$ cat config.mk
export PLATFORM = sky130hd
export DESIGN_NAME = id_stage_hazard
export DESIGN_NICKNAME = d
export VERILOG_FILES = /design/src/rtl/id_stage_hazard.sv
export SDC_FILE = /design/constraint.sdc
export NUM_CORES = 1
export LEC_CHECK = 0
export ABC_AREA = 1
export CAP_MARGIN = 20
export CORE_AREA = 2 2 160 162
export DETAILED_ROUTE_END_ITERATION = 10
export DIE_AREA = 0 0 162 164
export DONT_BUFFER_PORTS = 1
export MAX_ROUTING_LAYER = met4
export PLACE_DENSITY_LB_ADDON = 0.3
export SYNTH_ARGS = -nofsm -noshare
export SYNTH_HDL_FRONTEND = slang
export SYNTH_SLANG_ARGS = --single-unit
$ cat constraint.sdc
create_clock -name clk -period 6.1 [get_ports clk]
set_clock_uncertainty 0.05 [all_clocks]
set_input_delay 0.915 -clock clk [delete_from_list [all_inputs] [get_ports clk]]
set_output_delay 0.915 -clock clk [all_outputs]
set_load 0.01 [all_outputs]
$ cat src/rtl/id_stage_hazard.sv
// Decode-stage pipeline shell: IF->ID register, regfile read steering,
// RAW hazard resolution (forward or interlock), branch cancel and stall counting.
module id_stage_hazard #(
    parameter int unsigned XLEN         = 32,
    parameter int unsigned FWD_EN       = 1,
    parameter int unsigned MEM_LOAD_FWD = 1,
    parameter int unsigned CNT_W        = 16
) (
    input  logic                 clk,
    input  logic                 reset,
    input  logic                 if_to_id_valid,
    output logic                 id_allow_in,
    input  logic [XLEN+32-1:0]   if_to_id_bus,
    output logic [XLEN-1:0]      id_pc,
    output logic [31:0]          id_inst,
    input  logic                 dec_rs1_en,
    input  logic                 dec_rs2_en,
    input  logic                 dec_rs2_is_rd,
    output logic [4:0]           rf_raddr1,
    output logic [4:0]           rf_raddr2,
    input  logic [XLEN-1:0]      rf_rdata1,
    input  logic [XLEN-1:0]      rf_rdata2,
    output logic [XLEN-1:0]      rs1_value,
    output logic [XLEN-1:0]      rs2_value,
    input  logic                 exe_valid,
    input  logic                 exe_gr_we,
    input  logic                 exe_res_from_mem,
    input  logic [4:0]           exe_dest,
    input  logic [XLEN-1:0]      exe_result,
    input  logic                 mem_valid,
    input  logic                 mem_gr_we,
    input  logic                 mem_res_from_mem,
    input  logic [4:0]           mem_dest,
    input  logic [XLEN-1:0]      mem_result,
    input  logic                 wb_valid,
    input  logic                 wb_gr_we,
    input  logic [4:0]           wb_dest,
    input  logic [XLEN-1:0]      wb_wdata,
    input  logic                 br_taken,
    output logic                 br_cancel,
    input  logic                 exe_allow_in,
    output logic                 id_ready_go,
    output logic                 id_to_exe_valid,
    output logic [CNT_W-1:0]     stall_cnt
);

    localparam int unsigned BUS_W = XLEN + 32;
    localparam int unsigned RES_W = XLEN + 1;

    logic             id_valid;
    logic [BUS_W-1:0] id_bus_r;
    logic [4:0]       src1;
    logic [4:0]       src2;
    logic [RES_W-1:0] res1;
    logic [RES_W-1:0] res2;
    logic             stall;

    assign id_pc   = id_bus_r[BUS_W-1:32];
    assign id_inst = id_bus_r[31:0];

    assign src1      = id_inst[9:5];
    assign src2      = dec_rs2_is_rd ? id_inst[4:0] : id_inst[14:10];
    assign rf_raddr1 = src1;
    assign rf_raddr2 = src2;

    function automatic logic hit(input logic v, input logic we, input logic [4:0] dest,
                                 input logic [4:0] src, input logic en);
        return v & we & (dest == src) & (src != 5'd0) & en;
    endfunction

    // Returns {stall, value}; the youngest matching stage shadows all older ones.
    function automatic logic [RES_W-1:0] resolve(input logic [4:0] src, input logic en,
                                                 input logic [XLEN-1:0] rf);
        logic e_hit;
        logic m_hit;
        logic w_hit;
        logic [RES_W-1:0] r;
        e_hit = hit(exe_valid, exe_gr_we, exe_dest, src, en);
        m_hit = hit(mem_valid, mem_gr_we, mem_dest, src, en);
        w_hit = hit(wb_valid, wb_gr_we, wb_dest, src, en);
        r     = {1'b0, rf};
        if (FWD_EN != 0) begin
            if (e_hit)
                r = {exe_res_from_mem, exe_result};
            else if (m_hit)
                r = {mem_res_from_mem & (MEM_LOAD_FWD == 0), mem_result};
            else if (w_hit)
                r = {1'b0, wb_wdata};
        end else begin
            r = {e_hit | m_hit | w_hit, rf};
        end
        return r;
    endfunction

    always_comb begin
        res1 = resolve(src1, dec_rs1_en, rf_rdata1);
        res2 = resolve(src2, dec_rs2_en, rf_rdata2);
    end

    assign rs1_value = res1[XLEN-1:0];
    assign rs2_value = res2[XLEN-1:0];
    assign stall     = res1[XLEN] | res2[XLEN];

    // Handshake; a pending hazard also holds back the branch cancel.
    assign id_ready_go     = ~(id_valid & stall);
    assign id_to_exe_valid = id_valid & id_ready_go;
    assign id_allow_in     = ~id_valid | (id_ready_go & exe_allow_in);
    assign br_cancel       = id_valid & br_taken & id_ready_go & exe_allow_in;

    always_ff @(posedge clk or posedge reset) begin
        if (reset)
            id_valid <= 1'b0;
        else if (br_cancel)
            id_valid <= 1'b0;
        else if (id_allow_in)
            id_valid <= if_to_id_valid;
    end

    always_ff @(posedge clk or posedge reset) begin
        if (reset)
            id_bus_r <= '0;
        else if (if_to_id_valid & id_allow_in & ~br_cancel)
            id_bus_r <= if_to_id_bus;
    end

    // Counts hazard stalls only; EXE backpressure is not a stall.
    always_ff @(posedge clk or posedge reset) begin
        if (reset)
            stall_cnt <= '0;
        else if (id_valid & ~id_ready_go & ~(&stall_cnt))
            stall_cnt <= stall_cnt + CNT_W'(1);
    end

endmodule

==> reports/qor.txt <==
IO buf count: 0
Synth async-reset ratio: 1.00
Core box area: 0.0248 mm²
Leak: 3.86 nW
Hold crit path type: input pin to asynchronous set/reset pin
# nets final: 1,336
Clock transition at path regs: 70 ps
Combinational share of power: 0.235
Worst setup path class: input pin to primary output
GR Overflow Total: 0
Drt first-iter violations: 506
Most frequent cells in the layout: nand2_1, inv_1, o21ai_0
Pin count of the biggest net entering global routing: 82
RSZ-0062 raised after global routing: no
Vias in the first global route: 6,464
Crit path DAT: 3330 ps
# Post-CTS Setup Buffers: 0
Final cell count without fillers: 1,417
Die height: 164 µm
Fillers: 2,801
Main synth FF type: dfrtp_1
Final hold violations: 0
Wirelength per Cell: 18.5 µm
CP startpoint kind: input pin
Post-route ant nets: 0
DR vias: 7,133
Final worst-path cycle share: 0.704
Clock share of power: 0.302
Synth Net Count: 1,391
Slew margin rel.: 0.399
Cell internal pwr: 1.04 mW
EDFF count, synth: 0
Cts repair resizes: 0
Top Ports: 413
Area delta synth->final: 6.57%
Count of different cell masters after synthesis: 31
Share of cells above drive strength 1: 0.0525
PwrDens: 231 mW/mm²
Final setup viols: 0
Post-Route Setup TNS: 0 ps
Vias per inst: 5.03
Worst-Margin Slew: 899 ps
First-pass GRT wire length: 38,100 µm
Syn_area_per_cell: 6.04 µm²
Mapped Area: 0.00685 mm²
Clock Tree Buf Depth: 2
Commonest non-fill, non-tap cell in the layout: nand2_1
Initial antenna violation count: 2
Die Wd: 162 µm
CTS Buf Count: 9
Slew Limit Fails: 0
Status: completed
Initial core utilization: 0.276
DP Cell Count: 1,398
#FFs+latches synth: 81
Die area: 0.0266 mm²
GPL Wtd Cong: 0.799
Max Cap Viol: 0
H-tree level count: 3
Hpwl dp: 19,900 µm
CP required: 5130 ps
GRT Total Usage: 0.190
Clk Tree Root Cell: clkbuf_16
Peak VDD IR: 143 µV
Hold Buf Count CTS: 0
Switching fraction of total power: 0.385
Fmax: 233 MHz
DRC Markers: 0
Synthesis warning total: 0
Sw Pwr: 650 µW
Routed wire length: 26,200 µm
Worst Setup End Kind: primary output
Fin crit period: 4300 ps
Clk_lat worst skew: 340 ps
FP Rows: 58
Worst-path fanout max: 43
Drt first pass iters: 5
Sequential Power Share: 0.463
CTS Sinks: 81
Post-synthesis sequential area ratio: 0.296
CTS tree: yes
Synthesized instance count: 1,135
power groups by stage:
stage / Clock (mW) / Sequential [mW] / Combinational [mW]
floorplan: 0 / 0.739 / 0.349
global placement: 0 / 0.795 / 0.391
detailed placement: 0 / 0.792 / 0.399
CTS: 0.524 / 0.785 / 0.398
global route: 0.547 / 0.795 / 0.455
finish: 0.510 / 0.782 / 0.397
final timing paths:
check | from | endpoint | slack (ps) | cells past startpoint
worst max-delay path | dec_rs2_is_rd | rs2_value[12] | 1800 | 12
worst min-delay path | reset | id_bus_r[63]$_DFFE_PP0P_ | 490 | 2
worst max register to register | id_bus_r[2]$_DFFE_PP0P_ | id_bus_r[8]$_DFFE_PP0P_ | 2920 | 14
worst min register to register | id_bus_r[25]$_DFFE_PP0P_ | id_bus_r[25]$_DFFE_PP0P_ | 490 | 2
max in group asynchronous | reset | id_bus_r[16]$_DFFE_PP0P_ | 4900 | 3
min in group clk | id_bus_r[25]$_DFFE_PP0P_ | id_bus_r[25]$_DFFE_PP0P_ | 490 | 2
registers in the layout (all words and copies together) (netlist names):
signal / count
stall_cnt: 16
id_bus_r: 64
id_valid: 1
routing by layer:
metal	track usage	wire length, µm	up-vias
met5	-	0	-
li1	-	-	3467
met4	0.0535	529	0
met3	0.0697	2930	26
met1	0.216	10000	3287
met2	0.315	12700	353
logic make-up after synthesis:
| group | synth area share |
|---|---|
| flops | 0.296 |
| compound gates | 0.132 |
| fa+ha+maj | 0.00183 |
| simple gates | 0.362 |
| buf+inv | 0.169 |
| xor+xnor | 0.0396 |
area by class of cell:
type | count | area [µm²] | area share
diodes | 2 | 5.00 | 0.000685
clock buffers | 10 | 229 | 0.0314
repair buffers | 13 | 130 | 0.0178
clock inverters | 6 | 48.8 | 0.00668
well taps | 330 | 413 | 0.0565
multi-input cells | 771 | 3680 | 0.504
flip-flops and latches | 81 | 2030 | 0.278
inverters | 204 | 767 | 0.105
critical path: stages:
cell	delay, ps
inv_2	80
nand2_2	70
nand2_2	220
inv_2	70
nand2_2	80
nor2_4	60
a211oi_1	260
nand2_2	550
buf_4	450
o21ai_0	100
inv_1	60
a21oi_1	360
synthesized netlist by cell type, types with 2 or more instances:
| cell | number | area [µm²] |
|---|---|---|
| o21ai_1 | 7 | 35.0 |
| o211ai_1 | 3 | 22.5 |
| buf_4 | 5 | 37.5 |
| clkbuf_1 | 43 | 161 |
| buf_1 | 2 | 7.51 |
| o21ai_0 | 101 | 505 |
| nand3_2 | 4 | 40.0 |
| buf_6 | 7 | 78.8 |
| nand3_1 | 78 | 390 |
| inv_1 | 197 | 739 |
| nand2_2 | 9 | 56.3 |
| a21oi_1 | 65 | 325 |
| inv_2 | 6 | 22.5 |
| nor4_1 | 5 | 31.3 |
| dfrtp_1 | 81 | 2030 |
| nor2_1 | 77 | 289 |
| nand2_1 | 302 | 1130 |
| nand4_1 | 73 | 457 |
| buf_2 | 22 | 110 |
| xor2_1 | 18 | 158 |
| xnor2_1 | 13 | 114 |
| nor3_1 | 7 | 35.0 |
| or2_2 | 2 | 12.5 |
through the flow:
stage                     cell area, µm²   util  power [mW]  hold WS, ps  worst slack [ps]
final                               7300  0.294        1.69          490              1800
after global placement              6990  0.282        1.19          477              1810
after global routing                7300  0.294        1.80          515              1620
after floorplan                     6850      -        1.09          456              2760
after detailed placement            6990  0.282        1.19          482              1840
after CTS                           7270  0.293        1.71          496              1830
Power figures use the tool's default switching activity.
